==> src/rtl/sc_gamestatus_if.sv <==
// Command/status bundle between the game controller and the status block.
// Inputs are active-low one-cycle event strobes.
interface sc_gamestatus_if;
  logic       SC_GAMESTATUS_StartGame_InLow;
  logic       SC_GAMESTATUS_LifesSignal_InLow;
  logic       SC_GAMESTATUS_LoadLastRegister_InLow;
  logic       SC_GAMESTATUS_ClearLost_InLow;
  logic [2:0] SC_GAMESTATUS_HouseIndex_InBUS;
  logic       SC_GAMESTATUS_LifesComparator_OutLow;
  logic       SC_GAMESTATUS_LevelComparator_OutLow;
  logic       SC_GAMESTATUS_NextLevel_OutLow;
  logic [1:0] SC_GAMESTATUS_Lifes_OutBUS;
  logic [2:0] SC_GAMESTATUS_Level_OutBUS;
  logic [4:0] SC_GAMESTATUS_Houses_OutBUS;

  modport master (
    output SC_GAMESTATUS_StartGame_InLow, SC_GAMESTATUS_LifesSignal_InLow,
           SC_GAMESTATUS_LoadLastRegister_InLow, SC_GAMESTATUS_ClearLost_InLow,
           SC_GAMESTATUS_HouseIndex_InBUS,
    input  SC_GAMESTATUS_LifesComparator_OutLow, SC_GAMESTATUS_LevelComparator_OutLow,
           SC_GAMESTATUS_NextLevel_OutLow, SC_GAMESTATUS_Lifes_OutBUS,
           SC_GAMESTATUS_Level_OutBUS, SC_GAMESTATUS_Houses_OutBUS
  );

  modport slave (
    input  SC_GAMESTATUS_StartGame_InLow, SC_GAMESTATUS_LifesSignal_InLow,
           SC_GAMESTATUS_LoadLastRegister_InLow, SC_GAMESTATUS_ClearLost_InLow,
           SC_GAMESTATUS_HouseIndex_InBUS,
    output SC_GAMESTATUS_LifesComparator_OutLow, SC_GAMESTATUS_LevelComparator_OutLow,
           SC_GAMESTATUS_NextLevel_OutLow, SC_GAMESTATUS_Lifes_OutBUS,
           SC_GAMESTATUS_Level_OutBUS, SC_GAMESTATUS_Houses_OutBUS
  );
endinterface

==> src/rtl/sc_gamestatus.sv <==
// Game status tracker: lives, completed levels and goal-house occupancy.
// Optional macro SC_GAMESTATUS_EXTRALIFE_EN grants one life per completed level.
module sc_gamestatus #(
  parameter int unsigned INIT_LIFES = 3,
  parameter int unsigned NUM_HOUSES = 5,
  parameter int unsigned MAX_LEVEL  = 4
) (
  input  logic             SC_GAMESTATUS_CLOCK_50,
  input  logic             SC_GAMESTATUS_RESET_InHigh,
  sc_gamestatus_if.slave   gameBus
);

  localparam int unsigned LIFES_W  = 2;
  localparam int unsigned LEVEL_W  = 3;
  localparam int unsigned HOUSES_W = 5;

  localparam logic [LIFES_W-1:0]  LIFES_INIT = LIFES_W'(INIT_LIFES);
  localparam logic [LIFES_W-1:0]  LIFES_MAX  = LIFES_W'(3);
  localparam logic [LEVEL_W-1:0]  LEVEL_MAX  = LEVEL_W'(MAX_LEVEL);
  localparam logic [HOUSES_W-1:0] FULL_MASK  = HOUSES_W'((32'd1 << NUM_HOUSES) - 32'd1);

  typedef enum logic [1:0] {IDLE, PLAY, LEVELUP, HALT} state_t;

  state_t               state, stateNext;
  logic [LIFES_W-1:0]   lifesReg, lifesNext;
  logic [LEVEL_W-1:0]   levelReg, levelNext;
  logic [HOUSES_W-1:0]  housesReg, housesNext;
  logic                 nextLevelReg, nextLevelNext;
  logic [HOUSES_W-1:0]  houseBit, housesSet;
  logic                 houseValid;

  // State and registered outputs
  always_ff @(posedge SC_GAMESTATUS_CLOCK_50 or posedge SC_GAMESTATUS_RESET_InHigh) begin
    if (SC_GAMESTATUS_RESET_InHigh) begin
      state        <= IDLE;
      lifesReg     <= '0;
      levelReg     <= '0;
      housesReg    <= '0;
      nextLevelReg <= 1'b1;
    end else begin
      state        <= stateNext;
      lifesReg     <= lifesNext;
      levelReg     <= levelNext;
      housesReg    <= housesNext;
      nextLevelReg <= nextLevelNext;
    end
  end

  // Next state and next register values; StartGame wins over everything
  always_comb begin
    stateNext     = state;
    lifesNext     = lifesReg;
    levelNext     = levelReg;
    housesNext    = housesReg;
    nextLevelNext = 1'b1;
    houseBit      = HOUSES_W'(5'b00001 << gameBus.SC_GAMESTATUS_HouseIndex_InBUS);
    housesSet     = housesReg | houseBit;
    houseValid    = (32'(gameBus.SC_GAMESTATUS_HouseIndex_InBUS) < NUM_HOUSES) &&
                    ((housesReg & houseBit) == '0);

    if (!gameBus.SC_GAMESTATUS_StartGame_InLow) begin
      stateNext  = PLAY;
      lifesNext  = LIFES_INIT;
      levelNext  = '0;
      housesNext = '0;
    end else begin
      case (state)
        IDLE: begin
          if (!gameBus.SC_GAMESTATUS_ClearLost_InLow) begin
            housesNext = '0;
            stateNext  = HALT;
          end
        end
        PLAY: begin
          if (!gameBus.SC_GAMESTATUS_ClearLost_InLow) begin
            housesNext = '0;
            stateNext  = HALT;
          end else if (!gameBus.SC_GAMESTATUS_LifesSignal_InLow) begin
            if (lifesReg != '0) lifesNext = lifesReg - LIFES_W'(1);
          end else if (!gameBus.SC_GAMESTATUS_LoadLastRegister_InLow && houseValid) begin
            housesNext = housesSet;
            // The pulse register is loaded now so it is low during LEVELUP
            if (housesSet == FULL_MASK) begin
              stateNext     = LEVELUP;
              nextLevelNext = 1'b0;
            end
          end
        end
        LEVELUP: begin
          if (levelReg != LEVEL_MAX) levelNext = levelReg + LEVEL_W'(1);
          housesNext = '0;
`ifdef SC_GAMESTATUS_EXTRALIFE_EN
          if (lifesReg != LIFES_MAX) lifesNext = lifesReg + LIFES_W'(1);
`endif
          stateNext  = PLAY;
        end
        HALT: begin
          stateNext = HALT;
        end
        default: stateNext = IDLE;
      endcase
    end
  end

  // Saturation ceiling only matters when the extra-life feature is built
  logic unusedLifesMax;
  assign unusedLifesMax = ^LIFES_MAX;

  assign gameBus.SC_GAMESTATUS_Lifes_OutBUS           = lifesReg;
  assign gameBus.SC_GAMESTATUS_Level_OutBUS           = levelReg;
  assign gameBus.SC_GAMESTATUS_Houses_OutBUS          = housesReg;
  assign gameBus.SC_GAMESTATUS_NextLevel_OutLow       = nextLevelReg;
  assign gameBus.SC_GAMESTATUS_LifesComparator_OutLow = (lifesReg != '0);
  assign gameBus.SC_GAMESTATUS_LevelComparator_OutLow = (levelReg != LEVEL_MAX);

endmodule

==> src/flat_wrapper.sv <==
// flat-port wrapper written by rule: the top's interface ports become plain ports
module sc_gamestatus_flat 
#(
  parameter int unsigned INIT_LIFES = 3,
  parameter int unsigned NUM_HOUSES = 5,
  parameter int unsigned MAX_LEVEL  = 4
)
  (SC_GAMESTATUS_CLOCK_50, SC_GAMESTATUS_RESET_InHigh, gameBus_SC_GAMESTATUS_StartGame_InLow, gameBus_SC_GAMESTATUS_LifesSignal_InLow, gameBus_SC_GAMESTATUS_LoadLastRegister_InLow, gameBus_SC_GAMESTATUS_ClearLost_InLow, gameBus_SC_GAMESTATUS_HouseIndex_InBUS, gameBus_SC_GAMESTATUS_LifesComparator_OutLow, gameBus_SC_GAMESTATUS_LevelComparator_OutLow, gameBus_SC_GAMESTATUS_NextLevel_OutLow, gameBus_SC_GAMESTATUS_Lifes_OutBUS, gameBus_SC_GAMESTATUS_Level_OutBUS, gameBus_SC_GAMESTATUS_Houses_OutBUS);
  sc_gamestatus_if gameBus_i ();
  input  logic SC_GAMESTATUS_CLOCK_50;
  input  logic SC_GAMESTATUS_RESET_InHigh;
  input wire logic [$bits(gameBus_i.SC_GAMESTATUS_StartGame_InLow)-1:0] gameBus_SC_GAMESTATUS_StartGame_InLow;
  input wire logic [$bits(gameBus_i.SC_GAMESTATUS_LifesSignal_InLow)-1:0] gameBus_SC_GAMESTATUS_LifesSignal_InLow;
  input wire logic [$bits(gameBus_i.SC_GAMESTATUS_LoadLastRegister_InLow)-1:0] gameBus_SC_GAMESTATUS_LoadLastRegister_InLow;
  input wire logic [$bits(gameBus_i.SC_GAMESTATUS_ClearLost_InLow)-1:0] gameBus_SC_GAMESTATUS_ClearLost_InLow;
  input wire logic [$bits(gameBus_i.SC_GAMESTATUS_HouseIndex_InBUS)-1:0] gameBus_SC_GAMESTATUS_HouseIndex_InBUS;
  output wire logic [$bits(gameBus_i.SC_GAMESTATUS_LifesComparator_OutLow)-1:0] gameBus_SC_GAMESTATUS_LifesComparator_OutLow;
  output wire logic [$bits(gameBus_i.SC_GAMESTATUS_LevelComparator_OutLow)-1:0] gameBus_SC_GAMESTATUS_LevelComparator_OutLow;
  output wire logic [$bits(gameBus_i.SC_GAMESTATUS_NextLevel_OutLow)-1:0] gameBus_SC_GAMESTATUS_NextLevel_OutLow;
  output wire logic [$bits(gameBus_i.SC_GAMESTATUS_Lifes_OutBUS)-1:0] gameBus_SC_GAMESTATUS_Lifes_OutBUS;
  output wire logic [$bits(gameBus_i.SC_GAMESTATUS_Level_OutBUS)-1:0] gameBus_SC_GAMESTATUS_Level_OutBUS;
  output wire logic [$bits(gameBus_i.SC_GAMESTATUS_Houses_OutBUS)-1:0] gameBus_SC_GAMESTATUS_Houses_OutBUS;
  assign gameBus_i.SC_GAMESTATUS_StartGame_InLow = gameBus_SC_GAMESTATUS_StartGame_InLow;
  assign gameBus_i.SC_GAMESTATUS_LifesSignal_InLow = gameBus_SC_GAMESTATUS_LifesSignal_InLow;
  assign gameBus_i.SC_GAMESTATUS_LoadLastRegister_InLow = gameBus_SC_GAMESTATUS_LoadLastRegister_InLow;
  assign gameBus_i.SC_GAMESTATUS_ClearLost_InLow = gameBus_SC_GAMESTATUS_ClearLost_InLow;
  assign gameBus_i.SC_GAMESTATUS_HouseIndex_InBUS = gameBus_SC_GAMESTATUS_HouseIndex_InBUS;
  assign gameBus_SC_GAMESTATUS_LifesComparator_OutLow = gameBus_i.SC_GAMESTATUS_LifesComparator_OutLow;
  assign gameBus_SC_GAMESTATUS_LevelComparator_OutLow = gameBus_i.SC_GAMESTATUS_LevelComparator_OutLow;
  assign gameBus_SC_GAMESTATUS_NextLevel_OutLow = gameBus_i.SC_GAMESTATUS_NextLevel_OutLow;
  assign gameBus_SC_GAMESTATUS_Lifes_OutBUS = gameBus_i.SC_GAMESTATUS_Lifes_OutBUS;
  assign gameBus_SC_GAMESTATUS_Level_OutBUS = gameBus_i.SC_GAMESTATUS_Level_OutBUS;
  assign gameBus_SC_GAMESTATUS_Houses_OutBUS = gameBus_i.SC_GAMESTATUS_Houses_OutBUS;
  sc_gamestatus #(.INIT_LIFES(INIT_LIFES), .NUM_HOUSES(NUM_HOUSES), .MAX_LEVEL(MAX_LEVEL)) u_core (.SC_GAMESTATUS_CLOCK_50(SC_GAMESTATUS_CLOCK_50), .SC_GAMESTATUS_RESET_InHigh(SC_GAMESTATUS_RESET_InHigh), .gameBus(gameBus_i));
endmodule
==> config.mk <==
export PLATFORM = sky130hd
export DESIGN_NAME = sc_gamestatus_flat
export DESIGN_NICKNAME = d
export VERILOG_FILES = /design/src/rtl/sc_gamestatus_if.sv /design/src/rtl/sc_gamestatus.sv /design/src/flat_wrapper.sv
export SDC_FILE = /design/constraint.sdc
export NUM_CORES = 1
export LEC_CHECK = 0
export CORE_MARGIN = 5
export CORE_UTILIZATION = 40
export CTS_CLUSTER_SIZE = 8
export DETAILED_ROUTE_END_ITERATION = 8
export PLACE_DENSITY = 0.73
export SLEW_MARGIN = 40
export SYNTH_ARGS = -nofsm -noshare
export SYNTH_HDL_FRONTEND = slang
export SYNTH_SLANG_ARGS = --single-unit
==> constraint.sdc <==
create_clock -name SC_GAMESTATUS_CLOCK_50 -period 3.05 [get_ports SC_GAMESTATUS_CLOCK_50]
set_clock_uncertainty 0.05 [all_clocks]
set_input_delay 0.61 -clock SC_GAMESTATUS_CLOCK_50 [delete_from_list [all_inputs] [get_ports SC_GAMESTATUS_CLOCK_50]]
set_output_delay 0.61 -clock SC_GAMESTATUS_CLOCK_50 [all_outputs]
set_load 0.1 [all_outputs]
== Word level (Yosys, flattened, before mapping) ==
Index checks and enable logic that the tools add are counted.
Word-level totals
  register bits after elaboration: 13
  input bits: 9
  output and inout port bits: 13
  word-level logic and storage cells: 64
Cells by class
  add/sub/neg operators: 2
  order comparisons: 1
  eq/ne operators: 16
  shift operators: 1
  multiplexer cells: 27
  bitwise gates (word level): 2
  reduce and logical (&&, ||, !) cells: 10
Operators with widths (number)
  $mux W5: 5
  $mux W2: 11
  $pmux W5 S3: 1
  $reduce_and A4 Y1: 3
  $ne A2 B1 Y1 const B: 5
  $mux W3: 3
  $ne A4 B3 Y1 const B: 2
  $pmux W2 S4: 1
  $mux W1: 6
  $ne A3 B3 Y1 const B: 2
  $and A5 B5 Y5: 1
  $eq A5 B5 Y1 const B: 1
  $logic_not A5 Y1: 1
  $or A5 B5 Y5: 1
  $shl A1 B3 Y5 const A: 1
  $eq A2 B2 Y1 const B: 2
  $ne A4 B1 Y1 const B: 1
  $ne A4 B4 Y1 const B: 1
  $add A3 B1 Y3 const B: 1
  $lt A3 B3 Y1 const B: 1
  $eq A2 B1 Y1 const B: 1
  $logic_and A1 B1 Y1: 2
  $logic_not A2 Y1: 1
  $ne A2 B2 Y1 const B: 1
  other kinds (4): 4

== Depth between registers and ports, before layout ==
  depth after elaboration: 10
  depth in mapped cells: 7
  mapped depth without buffers: 7

== Worst setup path before layout ==
No wires, ideal clock.
  path kind: reg-to-reg
  start point: register u_core.levelReg[2] (netlist: u_core.gameBus.SC_GAMESTATUS_Level_OutBUS[2])
  end point: register u_core.levelReg[0] (netlist: u_core.gameBus.SC_GAMESTATUS_Level_OutBUS[0])
  setup time: 0.119 ns
  data arrival time: 2.488 ns
  data required time: 2.881 ns
  setup slack: 0.393 ns
  stages on the path, launching flop included: 5
  buffers on the path: 0
  period minus slack after synthesis: 2.657 ns
  path through: dfrtp_1 > nand2_1 > and2_1 > xnor2_1 > and2_1
On the way
  cells in the longest elaborated chain, start to end: 3
Ends and longest elaborated chain
  start, declared: RTL line sc_gamestatus.sv:26  | logic [LEVEL_W-1:0] levelReg, levelNext;
  start signal, assigned: RTL line sc_gamestatus.sv:43  | levelReg <= levelNext;
  $ne A3 B3 Y1
  named net gameBus_SC_GAMESTATUS_LevelComparator_OutLow: RTL line flat_wrapper.sv:18  | output wire logic [$bits(gameBus_i.SC_GAMESTATUS_LevelComparator_OutLow)-1:0] gameBus_SC_GAMESTATUS_LevelCompa ...
  $ne A2 B1 Y1 (no source line)
  $reduce_and A2 Y1 (no source line)
The timed path passes the listed nets, and every way through them passes these cells.
A chain may end at the register's enable or synchronous reset.

== Worst setup path in the final report ==
  start point: input gameBus_SC_GAMESTATUS_HouseIndex_InBUS[0]
  end point: register u_core.state[0]
On the way
  cells in the longest elaborated chain, start to end: 7
  elaborated cells on any way between the ends: 11
  classes of those cells: 1 x order compare; 3 x eq/ne; 1 x shift; 2 x bitwise; 4 x reduce/logical
Ends and longest elaborated chain
  start, declared: RTL line flat_wrapper.sv:16  | input wire logic [$bits(gameBus_i.SC_GAMESTATUS_HouseIndex_InBUS)-1:0] gameBus_SC_GAMESTATUS_HouseIndex_InBUS;
  $shl A1 B3 Y5: RTL line sc_gamestatus.sv:56  | houseBit = HOUSES_W'(5'b00001 << gameBus.SC_GAMESTATUS_HouseIndex_InBUS);
  $and A5 B5 Y5: RTL line sc_gamestatus.sv:59  | ((housesReg & houseBit) == '0);
  $logic_not A5 Y1: RTL line sc_gamestatus.sv:59
  $logic_and A1 B1 Y1: RTL line sc_gamestatus.sv:58  | houseValid = (32'(gameBus.SC_GAMESTATUS_HouseIndex_InBUS) < NUM_HOUSES) &&
  $logic_and A1 B1 Y1: RTL line sc_gamestatus.sv:80  | end else if (!gameBus.SC_GAMESTATUS_LoadLastRegister_InLow && houseValid) begin
  $ne A4 B3 Y1 (no source line)
  $reduce_and A4 Y1 (no source line) *
  end signal, assigned: RTL line sc_gamestatus.sv:41  | state <= stateNext;
  end, declared: RTL line sc_gamestatus.sv:24  | state_t state, stateNext;
Every way passes the cells marked *; elsewhere a longest branch is shown, timed or not.

==> run metrics <==
status=finished, final reports clean; wire length of the first global-routing pass=3.49 mm; final worst path period share=71.5%; mux cell area share after synthesis=2.82%; overall routing resource usage=13.1%; endpoint class of the critical path=flip-flop; Final Hold Fails=0; Area contributors post-synth=dfrtp_1 32%, ha_1 8.1%, nor2_1 5.2%; Post-synth top flop=dfrtp_1; Lkg Pwr=0.000555 µW; Die W=58.2 µm; synthesized net count=117; initial antenna violation count=0; synthesized instance count=102; Post-synth top cells=13 x nor2_1, 12 x dfrtp_1, 9 x inv_1, 6 x ha_1; adder-cell share of the synthesized area=8.06%; share of layout cells above drive strength 1=16.0%; max frequency=0.458 GHz; Finished Layout Cells=153; asr flop ratio synth=100%; ANT cells=0; CTS sink count=13; Power Density=548 nW/µm²; Tmin final=2180 ps; CTS Buf Count=3; endpoints failing setup=0; EDFF count, synth=0; Root Buffer=clkbuf_4; Initial Util=42.1%; Final nets=141; die height=58.2 µm; WP data required=3170 ps; crit start category=primary input; IO buf count=21; worst vdd rail ir drop=315 µV; drt total wl=2.01 mm; Slew Viols, Final=0; Wirelength per Cell=13.2 µm; post-DP HPWL=1.58 mm; worst slew pin tran=504 ps; area delta synth->final=24.1%; DR vias=842; area share of the largest cell type after synthesis=32.3%; Synth Area in Compound Gates=18.8%; number of synthesized register bits=13; Rel. slew slack=66.3%; reg-to-reg setup timing slack=1160 ps; Setup CP Type=in2reg; Synth Cell Area=931 µm²; post-synth top area cell=dfrtp_1; post-synthesis xor/xnor area fraction=1.88%; simple-gate share of the synthesized area=28.1%; placed cell count=149; Placer Congestion=0.857; worst-path fanout max=8; Post-DP Area=1130 µm²; CTS clk-pin slew, worst paths=80 ps; vias in the first global route=774; H-tree depth=1; vias per cell=5.50; Hold Buf Count CTS=0; main combinational cell family by area after synthesis=simple AND/OR/NAND/NOR gates; post-CTS setup buffers=0; Tot Pwr=633 µW; I/O pin cnt=22; Yosys cell types=35; core area=2210 µm²; pin count of the biggest net entering global routing=14; Routed Antenna Nets=0; Synth Area per Inst=9.13 µm²; Worst EP arrival=2300 ps; grt total ovfl=0; drt first pass iters=4; detailed router's first-iteration violation count=27; PostCTS Resize Cnt=0; clock tree from TritonCTS=yes; Hold Crit Class=reg2reg; Placement Rows=17; setup TNS=0 ps; CTS Buffer Depth=2; sequential-to-total area share from yosys stat=35.1%; post-route cell area=1150 µm²; RSZ-0062 raised after global routing=no; clock latency on the worst-skew pair=270 ps; drt drc=0; top-count cell post-synth=nor2_1; Die ar.=3390 µm²; Synth Warn #=0; maxcap violations=0
==> power by group <==
part	internal, µW	switching (µW)	total, µW
combinational	101	210	312
sequential	194	22.0	217
clock	50.7	54.0	105
==> flip-flops by register name (all words and copies together) (netlist names) <==
register / cells
u_core.gameBus.SC_GAMESTATUS_NextLevel_OutLow: 1
u_core.gameBus.SC_GAMESTATUS_Lifes_OutBUS: 2
u_core.state: 2
u_core.gameBus.SC_GAMESTATUS_Level_OutBUS: 3
u_core.gameBus.SC_GAMESTATUS_Houses_OutBUS: 5
==> stage by stage <==
stage	setup slack [ps]	util, %	hold WS, ps
after global placement	634	51.0	474
after CTS	889	52.2	509
after floorplan	393	-	436
after global routing	782	52.2	545
after detailed placement	601	51.0	489
final	869	52.2	500
==> layout by cell type, fill, tap and decap left out, types with 2 or more instances in the layout <==
cell             synthesis  routed
a21oi_1                  2       2
dfrtp_1                 12      12
xnor2_1                  2       2
ha_1                     6       6
nor2b_1                  5       5
a221oi_1                 2       2
and2_1                   4       4
nor3b_1                  3       3
inv_1                    9       9
clkdlybuf4s50_1          0       8
nand2b_1                 3       3
o211ai_1                 2       2
o21ai_1                  3       3
nand2_1                  5       5
nor2_1                  13      13
buf_4                    0      13
and3b_1                  2       2
and3_1                   3       3
clkbuf_4                 0       3
a41oi_1                  4       4
nand3_1                  5       5
==> kinds of logic (layout without fill, tap and decap cells) <==
family	after synthesis	in the layout
and+or+nand+nor	47	47
DFF	13	13
buffers and inverters	11	34
adders and majority gates	6	6
AOI/OAI and AO/OA	21	21
muxes	2	2
xor gates and xnor gates	2	2
==> path summary, 6_finish.rpt <==
path                                                                  to                                    startpoint  cells after the start
hold / removal              u_core.gameBus.SC_GAMESTATUS_Lifes_OutBUS[1]  u_core.gameBus.SC_GAMESTATUS_Lifes_OutBUS[1]                      2
setup / recovery                                         u_core.state[0]     gameBus_SC_GAMESTATUS_HouseIndex_InBUS[0]                      6
max in group asynchronous  u_core.gameBus.SC_GAMESTATUS_NextLevel_OutLow                    SC_GAMESTATUS_RESET_InHigh                      2
setup reg to reg           u_core.gameBus.SC_GAMESTATUS_Houses_OutBUS[1]                               u_core.state[1]                      7
hold reg to reg             u_core.gameBus.SC_GAMESTATUS_Lifes_OutBUS[1]  u_core.gameBus.SC_GAMESTATUS_Lifes_OutBUS[1]                      2
min in group asynchronous  u_core.gameBus.SC_GAMESTATUS_Houses_OutBUS[0]                    SC_GAMESTATUS_RESET_InHigh                      2
==> worst max-delay path: stages <==
cell and delay, ps:
clkdlybuf4s50_1 620, mux2_1 350, a32oi_1 230, and2_1 200
a221oi_1 90, and3_1 190
==> layout make-up <==
type | instances | area (µm²)
fillers | 205 | 1060
flip-flops and latches | 13 | 327
well taps | 28 | 35.0
clock buffers | 4 | 26.3
multi-input cells | 78 | 556
repair buffers | 21 | 178
inverters | 9 | 33.8
==> layer usage <==
metal	up-vias	track usage (%)	wire [µm]
met2	28	19.5	898
li1	410	-	-
met5	-	0	0
met4	0	6.29	51
met1	398	16.9	951
met3	6	4.45	113
Power figures use the tool's default switching activity.
